===== src/rtl/mmcm_phaseshift_ctrl_if.sv =====
`timescale 1ns/1ps
// Control/status bundle between a phase-shift requester and the MMCM phase-shift controller.
// Master drives the request and MMCM status inputs; slave (the controller) drives PSEN/PSINCDEC and status.
interface mmcm_phaseshift_ctrl_if;
    logic [8:0] value_i;
    logic       load_i;
    logic       locked_i;
    logic       psdone_i;
    logic       psen_o;
    logic       psincdec_o;
    logic [8:0] value_o;
    logic       done_o;
    logic       error_o;

    modport master (
        output value_i, load_i, locked_i, psdone_i,
        input  psen_o, psincdec_o, value_o, done_o, error_o
    );

    modport slave (
        input  value_i, load_i, locked_i, psdone_i,
        output psen_o, psincdec_o, value_o, done_o, error_o
    );
endinterface


===== src/rtl/mmcm_phaseshift_ctrl.sv =====
`timescale 1ns/1ps
// Walks the MMCM dynamic phase one PSEN step at a time toward a loaded signed target (optional MMCM_PS_TIMEOUT_EN psdone timeout).
// Latency: 1 IDLE + 1 STEP + psdone latency per step; done_o is registered, one cycle behind the state.
// Backpressure: each step waits for psdone_i; loss of lock drops the step and rewinds to pDEFAULT.
module mmcm_phaseshift_ctrl #(
    parameter logic signed [8:0] pDEFAULT = 9'sd0,
    parameter logic        [7:0] pTIMEOUT = 8'd255
) (
    input  logic                   clk_usb,
    input  logic                   reset_i,
    mmcm_phaseshift_ctrl_if.slave  ps
);
    typedef enum logic [1:0] {IDLE, STEP, WAIT_DONE} state_t;

    state_t            state, state_n;
    logic signed [8:0] target, actual, load_val;
    logic              inc;
    logic              done_q;
    logic              step_done;
`ifdef MMCM_PS_TIMEOUT_EN
    logic [7:0]        cnt;
    logic              timeout;
    logic              error_q;
`endif

    // -256 has no matching MMCM position, so it folds onto the lowest legal phase
    assign load_val = (ps.value_i == 9'h100) ? -9'sd255 : $signed(ps.value_i);

    always_ff @(posedge clk_usb or posedge reset_i) begin
        if (reset_i) state <= IDLE;
        else         state <= state_n;
    end

    always_comb begin
        state_n   = state;
        step_done = 1'b0;
`ifdef MMCM_PS_TIMEOUT_EN
        timeout   = 1'b0;
`endif
        case (state)
            IDLE:      if (target != actual) state_n = STEP;
            STEP:      state_n = WAIT_DONE;
            WAIT_DONE: begin
                if (ps.psdone_i) begin
                    state_n   = IDLE;
                    step_done = 1'b1;
                end
`ifdef MMCM_PS_TIMEOUT_EN
                else if (cnt == pTIMEOUT - 8'd1) begin
                    state_n = IDLE;
                    timeout = 1'b1;
                end
`endif
            end
            default:   state_n = IDLE;
        endcase
        if (!ps.locked_i) begin
            state_n   = IDLE;
            step_done = 1'b0;
`ifdef MMCM_PS_TIMEOUT_EN
            timeout   = 1'b0;
`endif
        end
    end

    always_ff @(posedge clk_usb or posedge reset_i) begin
        if (reset_i) begin
            target <= pDEFAULT;
            actual <= pDEFAULT;
            inc    <= 1'b0;
            done_q <= 1'b0;
        end else begin
            done_q <= (state == IDLE) && ps.locked_i && (target == actual);
            if (state == IDLE && state_n == STEP)
                inc <= (target > actual);
            if (!ps.locked_i)
                actual <= pDEFAULT;
            else if (step_done) begin
                if (inc && actual != 9'sd255)
                    actual <= actual + 9'sd1;
                else if (!inc && actual != -9'sd255)
                    actual <= actual - 9'sd1;
            end
`ifdef MMCM_PS_TIMEOUT_EN
            // Give up on the target after a lost step so the FSM stops retrying
            if (timeout)
                target <= actual;
`endif
            if (ps.load_i)
                target <= load_val;
        end
    end

`ifdef MMCM_PS_TIMEOUT_EN
    always_ff @(posedge clk_usb or posedge reset_i) begin
        if (reset_i) begin
            cnt     <= 8'd0;
            error_q <= 1'b0;
        end else begin
            cnt <= (state == WAIT_DONE && state_n == WAIT_DONE) ? cnt + 8'd1 : 8'd0;
            if (timeout)
                error_q <= 1'b1;
            else if (ps.load_i)
                error_q <= 1'b0;
        end
    end

    assign ps.error_o = error_q;
`else
    // pTIMEOUT only matters when the timeout is built in
    assign ps.error_o = 1'b0 & (pTIMEOUT == 8'd0);
`endif

    assign ps.psen_o     = (state == STEP) && ps.locked_i;
    assign ps.psincdec_o = inc;
    assign ps.value_o    = actual;
    assign ps.done_o     = done_q;
endmodule

===== src/flat_wrapper.sv =====
// flat-port wrapper written by rule: the top's interface ports become plain ports
module mmcm_phaseshift_ctrl_flat 
#(
    parameter logic signed [8:0] pDEFAULT = 9'sd0,
    parameter logic        [7:0] pTIMEOUT = 8'd255
)
  (clk_usb, reset_i, ps_value_i, ps_load_i, ps_locked_i, ps_psdone_i, ps_psen_o, ps_psincdec_o, ps_value_o, ps_done_o, ps_error_o);
  mmcm_phaseshift_ctrl_if ps_i ();
  input  logic clk_usb;
  input  logic reset_i;
  input wire logic [$bits(ps_i.value_i)-1:0] ps_value_i;
  input wire logic [$bits(ps_i.load_i)-1:0] ps_load_i;
  input wire logic [$bits(ps_i.locked_i)-1:0] ps_locked_i;
  input wire logic [$bits(ps_i.psdone_i)-1:0] ps_psdone_i;
  output wire logic [$bits(ps_i.psen_o)-1:0] ps_psen_o;
  output wire logic [$bits(ps_i.psincdec_o)-1:0] ps_psincdec_o;
  output wire logic [$bits(ps_i.value_o)-1:0] ps_value_o;
  output wire logic [$bits(ps_i.done_o)-1:0] ps_done_o;
  output wire logic [$bits(ps_i.error_o)-1:0] ps_error_o;
  assign ps_i.value_i = ps_value_i;
  assign ps_i.load_i = ps_load_i;
  assign ps_i.locked_i = ps_locked_i;
  assign ps_i.psdone_i = ps_psdone_i;
  assign ps_psen_o = ps_i.psen_o;
  assign ps_psincdec_o = ps_i.psincdec_o;
  assign ps_value_o = ps_i.value_o;
  assign ps_done_o = ps_i.done_o;
  assign ps_error_o = ps_i.error_o;
  mmcm_phaseshift_ctrl #(.pDEFAULT(pDEFAULT), .pTIMEOUT(pTIMEOUT)) u_core (.clk_usb(clk_usb), .reset_i(reset_i), .ps(ps_i));
endmodule

===== config.mk =====
export PLATFORM = sky130hd
export DESIGN_NAME = mmcm_phaseshift_ctrl_flat
export DESIGN_NICKNAME = d
export VERILOG_FILES = /design/src/rtl/mmcm_phaseshift_ctrl_if.sv /design/src/rtl/mmcm_phaseshift_ctrl.sv /design/src/flat_wrapper.sv
export SDC_FILE = /design/constraint.sdc
export NUM_CORES = 1
export LEC_CHECK = 0
export BUFFER_PORTS_ARGS = -buffer_cell sky130_fd_sc_hd__buf_4
export CAP_MARGIN = 5
export CORE_MARGIN = 5
export CORE_UTILIZATION = 40
export DETAILED_ROUTE_END_ITERATION = 6
export MAX_ROUTING_LAYER = met4
export PLACE_DENSITY = 0.64
export REMOVE_ABC_BUFFERS = 1
export SLEW_MARGIN = 40
export SYNTH_ARGS = -nofsm -noshare
export SYNTH_HDL_FRONTEND = slang
export SYNTH_SLANG_ARGS = --single-unit

===== constraint.sdc =====
create_clock -name clk_usb -period 3.21 [get_ports clk_usb]
set_input_delay 0.963 -clock clk_usb [delete_from_list [all_inputs] [get_ports clk_usb]]
set_output_delay 0.963 -clock clk_usb [all_outputs]
set_load 0.01 [all_outputs]

==> results of run 1 <==
[layout by cell type (no fill, tap or decap), types with 4 or more instances in the layout]
| cell | synthesis | layout |
|---|---|---|
| xnor2_1 | 4 | 4 |
| mux2_2 | 8 | 8 |
| buf_4 | 2 | 26 |
| ha_1 | 16 | 16 |
| mux2i_1 | 5 | 5 |
| inv_1 | 16 | 15 |
| nand2_1 | 11 | 11 |
| a21oi_1 | 8 | 8 |
| dfrtp_1 | 22 | 22 |
| nor2_1 | 9 | 9 |
[how the worst max path moves through the flow]
stage          slack, ps  cells after the start              endpoint                 start
3_3_place_gp         410                     10  u_core.ps.value_o[6]  u_core.ps.value_o[1]
3_5_place_dp         290                     10  u_core.ps.value_o[6]  u_core.ps.value_o[1]
2_1_floorplan        630                     10  u_core.ps.value_o[6]  u_core.ps.value_o[0]
5_1_grt               60                     10  u_core.ps.value_o[6]  u_core.ps.value_o[4]
6_report             250                     10  u_core.ps.value_o[6]  u_core.ps.value_o[0]
4_1_cts              270                     10  u_core.ps.value_o[6]  u_core.ps.value_o[1]
[flip-flops by register name, summed over array words and instances (netlist names)]
name and flops:
u_core.ps.value_o 9, u_core.target 9, u_core.state 2, u_core.ps.done_o 1, u_core.ps.psincdec_o 1
[per-layer routing]
layer  wire (µm)  up-vias  global-route usage
li1            -      612                   -
met1        1660      599               0.196
met2        1680       38               0.230
met3         171        8              0.0249
met4          55        0              0.0543
met5           0        -                   -
[logic make-up after synthesis]
group,after synthesis
compound gates,31
fa+ha+maj,17
other cells,1
simple gates,45
flops,22
xor+xnor,6
mux,15
buf+inv,20
[stage by stage]
| step | area [µm²] | std cells | hold slack [ps] | utilization |
|---|---|---|---|---|
| final | 1860 | 231 | 520 | 0.500 |
| after detailed placement | 1790 | 227 | 509 | 0.481 |
| after global placement | 1790 | 227 | 507 | 0.481 |
| after CTS | 1860 | 231 | 528 | 0.500 |
| after global routing | 1860 | 231 | 546 | 0.500 |
| after floorplan | 1530 | 153 | 485 | - |
[layout make-up]
type                    count  share of cell area
clock buffers               3              0.0222
clock inverters             1              0.0162
inverters                  16              0.0323
multi-input cells         115               0.496
flip-flops and latches     22               0.296
well taps                  48              0.0323
repair buffers             26               0.105
[power breakdown]
part / switching (µW) / total [µW] / internal, µW
Clock: 98.6 / 265 / 167
Sequential: 29.1 / 330 / 301
Combinational: 154 / 286 / 133
Total: 282 / 881 / 600
[critical path, stage by stage, from the launching register on]
cell       delay (ps)
dfrtp_1           470
nand4_1           170
nor4_2            390
nand2b_1          360
inv_1             100
fa_1              410
nand2b_1          160
a21oi_1           290
a21oi_1           150
o2111ai_1         190
o221ai_1          130
==> impl_metrics.json, run 1 <==
{
  "status": "finished clean",
  "seq_area_frac_synth": 0.354,
  "route.detailed.drc": 0,
  "ctsLongestPathBuffers": 2,
  "cp_data_arrival_time_ps": 3090,
  "synth.area.mux_share": 0.105,
  "dr.pass1.iters": 4,
  "die-area_um2": 5230,
  "port_buffers": 25,
  "grt_usage": 0.149,
  "clk_latency_ps": 270,
  "worstReg2RegEnd": "u_core.ps.value_o[6]",
  "power.density_nw_per_um2": 474,
  "io_pins": 27,
  "netlist_top_cells_count": "dfrtp_1 (22), ha_1 (16), inv_1 (16), nand2_1 (11), nor2_1 (9)",
  "clk_pin_slew_ps": 90,
  "fin_setup_tns_ps": 0,
  "cts_tree": "built",
  "netlist_instances": 157,
  "synth_top_area_cell": "dfrtp_1",
  "fmax_mhz": 338,
  "register_area_um2": 551,
  "syn-mean-instance-area_um2": 9.90,
  "grt.overflow.total": 0,
  "post-cts-setup-buffers": 0,
  "grt_first_pass_wirelength_um": 5870,
  "synth-compound-area-share": 0.147,
  "hold_viol": 0,
  "drt-total-wl_um": 3580,
  "clk_root_buffer_cell": "clkbuf_8",
  "synth_edf_count": 0,
  "die_x_um": 72.3,
  "multi_input_area_um2": 921,
  "ys_seq_elements": 22,
  "synth_top_area_frac": 0.354,
  "finClkSkew_ps": 7.35,
  "nets": 215,
  "regToRegSetupSlack_ps": 250,
  "finalMaxSlewViolations": 0,
  "cts.sinks": 22,
  "placementRows": 22,
  "tightest_slew_ps": 672,
  "start_util": 0.418,
  "synthFlopType": "dfrtp_1",
  "routed_via_density": 5.44,
  "setup_viol": 0,
  "relSlewSlack": 0.552,
  "end_kind": "flip-flop",
  "synth_area_leaders": "dfrtp_1 (35%), ha_1 (13%), mux2_2 (5.8%)",
  "n_fill_cell": 370,
  "numCtsBuffers": 3,
  "r2r-start": "u_core.ps.value_o[0]",
  "ant_nets": 0,
  "rsz0062_at_grt": "false",
  "cts_hold_buf": 0,
  "synth_most_common_cell": "dfrtp_1",
  "syn_area_um2": 1550,
  "synth_top_family_by_area": "simple AND/OR/NAND/NOR gates",
  "initialDrtViolationCount": 71,
  "ys_async_sr_fraction": 1.00,
  "min_path_cells": 1,
  "cp.required_ps": 3340,
  "min_to": "u_core.target[6]",
  "core_um2": 3720,
  "dr_total_vias": 1257,
  "ys_warn_count": 0,
  "antennaDiodeCount": 0,
  "gp_congestion": 0.900,
  "first_global_vias": 1271,
  "holdCritPathClass": "flip-flop to flip-flop",
  "cts_max_level": 1,
  "crit_type": "flip-flop to flip-flop",
  "avgRoutedWirePerCell_um": 15.5,
  "drv_cap": 0,
  "fin_crit_sh": 0.921,
  "total_power_uw": 881,
  "fin_crit_ps": 2960,
  "cts_resized": 0,
  "dpl_worst_slack_ps": 289,
  "worst-path-max-fanout": 8,
  "r2r_cells": 10,
  "synthAdderAreaFrac": 0.142,
  "syn_to_final_growth_pct": 19.6,
  "p_leak_uw": 0.000858,
  "worstHoldStart": "u_core.target[6]",
  "grt_max_degree": 23,
  "synthDistinctLibCells": 45,
  "synth_xor_area_frac": 0.0338,
  "fin_ws_ps": 252,
  "antenna_found_initial": 0,
  "die_h_um": 72.3,
  "hpwlAfterDp_um": 2780,
  "synth_simple_gate_area_frac": 0.163,
  "vdd_drop_max_v": 0.000195,
  "drive_gt1_frac": 0.246,
  "cp-start-kind": "flip-flop"
}
No activity file was read; power rests on OpenSTA's default activity.
==> run 2: changes to the inputs <==
Settings changed: PLACE_DENSITY 0.64 to unset.
==> impl_metrics.json, run 2 (same netlist as run 1, synthesis figures left out) <==
{
  "route.detailed.drc": 0,
  "drt-total-wl_um": 3350,
  "instances_no_fill": 231,
  "top_usage_layer": "met2",
  "clk_pin_slew_ps": 90,
  "drv_cap": 0,
  "die_h_um": 72.3,
  "vdd_drop_max_v": 0.000220,
  "crit_family": "simple AND/OR/NAND/NOR gates",
  "drive_gt1_frac": 0.246,
  "final_common_cell": "buf_4",
  "r2r-start": "u_core.ps.value_o[0]",
  "worst_hold_slack_ps": 525,
  "syn_to_final_growth_pct": 19.6,
  "holdCritPathClass": "flip-flop to flip-flop",
  "grt.overflow.total": 0,
  "p_seq_frac": 0.376,
  "grt_first_pass_wirelength_um": 5600,
  "ant_nets": 0,
  "io_pins": 27,
  "fin_crit_sh": 0.912,
  "setup_viol": 0,
  "fmax_mhz": 342,
  "clockPowerShare": 0.305,
  "final_cell_mix": "buf_4 (26), dfrtp_1 (22), ha_1 (16)",
  "end_kind": "flip-flop",
  "cts_tree": "built",
  "dp.cells": 227,
  "core_um2": 3720,
  "die_x_um": 72.3,
  "cp-start-kind": "flip-flop",
  "p_sw_frac": 0.316,
  "min_path_cells": 1,
  "regToRegSetupSlack_ps": 280,
  "dr.pass1.iters": 4,
  "gp_congestion": 0.845,
  "cp-startpoint": "u_core.ps.value_o[0]",
  "fin_crit_ps": 2930,
  "globalRouteMet3Util": 0.0249,
  "cts_max_level": 1,
  "grt_util_met2": 0.209,
  "switchingPower_uw": 276,
  "cts_hold_buf": 0,
  "start_util": 0.418,
  "r2r_cells": 10,
  "tightest_slew_ps": 693,
  "clk_root_buffer_cell": "clkbuf_8",
  "hpwlAfterDp_um": 2620,
  "initialDrtViolationCount": 59,
  "cts_resized": 0,
  "worstHoldStart": "u_core.target[3]",
  "combPwrFrac": 0.319,
  "grt_max_degree": 23,
  "nets": 215,
  "rsz0062_at_grt": "false",
  "cp.required_ps": 3330,
  "crit_type": "flip-flop to flip-flop",
  "grt_usage": 0.139,
  "die-area_um2": 5230,
  "dr_total_vias": 1221,
  "post-cts-setup-buffers": 0,
  "placementRows": 22,
  "worst-path-buf-inv": 1,
  "numCtsBuffers": 3,
  "ctsLongestPathBuffers": 2,
  "hold_viol": 0,
  "clk_latency_ps": 270,
  "routed_via_density": 5.29,
  "finalMaxSlewViolations": 0,
  "avgRoutedWirePerCell_um": 14.5,
  "antennaDiodeCount": 0,
  "cp_data_arrival_time_ps": 3050,
  "fin_ws_ps": 282,
  "dpl_worst_slack_ps": 291,
  "worstReg2RegEnd": "u_core.ps.value_o[6]",
  "first_global_vias": 1181,
  "status": "finished clean",
  "finClkSkew_ps": 3.47,
  "cp_cell_sequence": "nand4_1, nor4_2, nand2b_1, inv_1, fa_1, nand2b_1, a21oi_1, a21oi_1, o2111ai_1, o221ai_1",
  "relSlewSlack": 0.538,
  "min_to": "u_core.target[3]",
  "power.density_nw_per_um2": 471,
  "fin_setup_tns_ps": 0,
  "p_int_uw": 599,
  "p_leak_uw": 0.000858,
  "cp_slowest_cell": "dfrtp_1",
  "antenna_found_initial": 0,
  "port_buffers": 25,
  "worst-path-max-fanout": 8,
  "cts.sinks": 22,
  "use_met1": 0.191,
  "slowest_delay_ps": 480
}
-- run 2: cell counts in the layout (fill, tap and decap cells not counted) --
Identical to the previous run, type by type.
-- run 2: worst reg2reg max path: stages (launching register included) --
cell	delay, ps
dfrtp_1	480
nand4_1	160
nor4_2	360
nand2b_1	350
inv_1	100
fa_1	400
nand2b_1	160
a21oi_1	290
a21oi_1	140
o2111ai_1	190
o221ai_1	140
-- run 2: final cells by class --
class                      count  area [µm²]
tap                           48        60.1
sequential                    22         551
clock buffer                   3        41.3
fill                         357        1860
multi-input combinational    115         921
inverter                      16        60.1
timing repair buffer          26         195
clock inverter                 1        30.0
-- run 2: power by group through the flow --
stage	registers, µW	logic [µW]	clock network, µW
2_1_floorplan	331	197	0
3_3_place_gp	333	272	0
3_5_place_dp	335	277	0
4_1_cts	329	280	273
5_1_grt	333	316	281
6_report	329	279	267
-- run 2: worst max-delay path by stage --
stage / slack, ps / endpoint / cells past startpoint
global route: 50 / u_core.ps.value_o[6] / 10
floorplan: 630 / u_core.ps.value_o[6] / 10
global placement: 420 / u_core.ps.value_o[6] / 10
CTS: 270 / u_core.ps.value_o[6] / 10
detailed placement: 290 / u_core.ps.value_o[6] / 10
finish: 280 / u_core.ps.value_o[6] / 10
-- run 2: layer usage --
metal / vias to the layer above / wire [µm]
li1: 610 / -
met5: - / 0
met4: 0 / 14
met2: 30 / 1570
met3: 2 / 149
met1: 579 / 1620
-- run 2: stage by stage --
step / instance area [µm²] / utilization / power (µW)
6_report: 1860 / 0.500 / 875
5_1_grt: 1860 / 0.500 / 930
4_1_cts: 1860 / 0.500 / 883
3_5_place_dp: 1790 / 0.481 / 612
3_3_place_gp: 1790 / 0.481 / 605
2_1_floorplan: 1530 / - / 529
==> run 3: changes to the inputs <==
Settings changed: ABC_AREA set to 1, BUFFER_PORTS_ARGS -buffer_cell sky130_fd_sc_hd__buf_4 to unset, DONT_BUFFER_PORTS set to 1.
==> impl_metrics.json, run 3 <==
{
  "ys_seq_elements": 22,
  "ys_async_sr_fraction": 1.00,
  "placed_cell_area_um2": 1650,
  "total_power_uw": 897,
  "drt-total-wl_um": 3280,
  "grt.overflow.total": 0,
  "dp.cells": 275,
  "fmax_mhz": 425,
  "avgRoutedWirePerCell_um": 11.8,
  "cts_resized": 0,
  "vdd_drop_max_v": 0.000282,
  "die-area_um2": 5370,
  "cp_data_arrival_time_ps": 1390,
  "core_um2": 3940,
  "holdCritPathClass": "flip-flop to flip-flop",
  "nets": 261,
  "synthDistinctLibCells": 29,
  "r2r-start": "u_core.ps.value_o[0]",
  "placementRows": 23,
  "syn_area_um2": 1600,
  "ctsLongestPathBuffers": 2,
  "rsz0062_at_grt": "false",
  "status": "finished clean",
  "min_to": "u_core.target[4]",
  "end_kind": "primary output",
  "crit_family": "simple AND/OR/NAND/NOR gates",
  "final_common_cell": "nand2_1",
  "cp-start-kind": "input port",
  "cts_hold_buf": 0,
  "io_pins": 27,
  "grt_first_pass_wirelength_um": 5760,
  "route.detailed.drc": 0,
  "worst-path-buf-inv": 1,
  "die_h_um": 73.3,
  "min_path_cells": 2,
  "p_leak_uw": 0.000913,
  "worst-path-max-fanout": 5,
  "power.density_nw_per_um2": 520,
  "clk_pin_slew_ps": 80,
  "port_buffers": 0,
  "syn-mean-instance-area_um2": 7.06,
  "synth_edf_count": 0,
  "antennaDiodeCount": 0,
  "synthFlopType": "dfrtp_1",
  "crit_type": "input port to primary output",
  "netlist_instances": 227,
  "drive_gt1_frac": 0.0611,
  "cp.required_ps": 2250,
  "clk_latency_ps": 270,
  "hold_viol": 0,
  "cp_slowest_cell": "nor3_1",
  "cts_tree": "built",
  "grt_max_degree": 23,
  "first_global_vias": 1274,
  "drv_cap": 0,
  "initialDrtViolationCount": 53,
  "ys_warn_count": 0,
  "final_cell_mix": "nand2_1 (90), inv_1 (30), dfrtp_1 (22)",
  "synth_most_common_cell": "nand2_1",
  "synth_top_area_cell": "dfrtp_1",
  "netlist_top_cells_count": "nand2_1 (90), inv_1 (31), dfrtp_1 (22), ha_1 (16)",
  "clk_root_buffer_cell": "clkbuf_8",
  "finalMaxSlewViolations": 0,
  "instances_no_fill": 279,
  "worst_hold_slack_ps": 482,
  "die_x_um": 73.3,
  "seq_area_frac_synth": 0.343,
  "syn_to_final_growth_pct": 7.57,
  "start_util": 0.407,
  "grt_usage": 0.141,
  "dr_total_vias": 1348,
  "setup_viol": 0,
  "regToRegSetupSlack_ps": 950,
  "r2r_cells": 14,
  "post-cts-setup-buffers": 0,
  "finClkSkew_ps": 3.94,
  "cts_max_level": 1,
  "fin_setup_tns_ps": 0,
  "synth_area_leaders": "dfrtp_1 (34%), nand2_1 (21%), ha_1 (12%)",
  "path_depth": 2,
  "gp_congestion": 0.773,
  "fin_area_um2": 1720,
  "cts.sinks": 22,
  "numCtsBuffers": 3,
  "use_met1": 0.194,
  "top_usage_layer": "met2",
  "fin_crit_sh": 0.732,
  "ant_nets": 0,
  "grt_util_met2": 0.207,
  "fin_crit_ps": 2350,
  "globalRouteMet3Util": 0.0410,
  "worstHoldStart": "u_core.target[4]",
  "hpwlAfterDp_um": 2610,
  "slowest_delay_ps": 380,
  "cp_cell_sequence": "inv_1, nor3_1",
  "routed_via_density": 4.83,
  "dr.pass1.iters": 4,
  "worstReg2RegEnd": "u_core.ps.value_o[6]",
  "synth_top_area_frac": 0.343,
  "antenna_found_initial": 0
}
[run 3: cell count changes in the layout (fill, tap and decap cells not counted), sizes merged, moves of 7 or more]
cell	change
inv	+15
nor2	+7
buf	-26
nand2	+81
mux2	-10
nand3	+16
[run 3: stage by stage]
stage               utilization  setup slack (ps)
finish                    0.437               859
global route              0.437               689
CTS                       0.437               845
detailed placement        0.419               845
global placement          0.419               864
floorplan                     -               900
[run 3: cell families after synthesis]
logic type | Yosys count | synth area share
AO/OA/AOI/OAI | 18 | 0.0648
flip-flops | 22 | 0.343
adder cells (fa/ha/maj) | 17 | 0.137
other | 1 | 0.00234
buffers and inverters | 34 | 0.0827
XOR/XNOR | 3 | 0.0164
AND/OR/NAND/NOR | 132 | 0.353
[run 3: cell type report]
cell class | count | area [µm²]
well taps | 50 | 62.6
fillers | 400 | 2220
multi-input cells | 171 | 920
clock buffers | 3 | 41.3
flip-flops and latches | 22 | 551
clock inverters | 1 | 30.0
inverters | 32 | 120
[run 3: routing by layer]
layer	vias up	part of all wire
li1	724	-
met1	590	0.49
met2	29	0.43
met3	5	0.071
met4	0	0.0082
met5	-	0
[run 3: how the worst max path moves through the flow]
stage,slack (ps),start,to
after global routing,690,u_core.ps.value_o[0],u_core.ps.value_o[8]
after detailed placement,850,ps_locked_i,ps_psen_o
after global placement,860,ps_locked_i,ps_psen_o
after floorplan,900,ps_locked_i,ps_psen_o
after CTS,850,ps_locked_i,ps_psen_o
final,860,ps_locked_i,ps_psen_o
[run 3: report_power, final]
| group | switching [µW] | leakage [µW] | internal, µW | total [µW] |
|---|---|---|---|---|
| Clock | 97.0 | 0.0000357 | 167 | 264 |
| Combinational | 187 | 0.000592 | 112 | 299 |
| Sequential | 33.5 | 0.000285 | 301 | 334 |
| Total | 318 | 0.000913 | 579 | 897 |
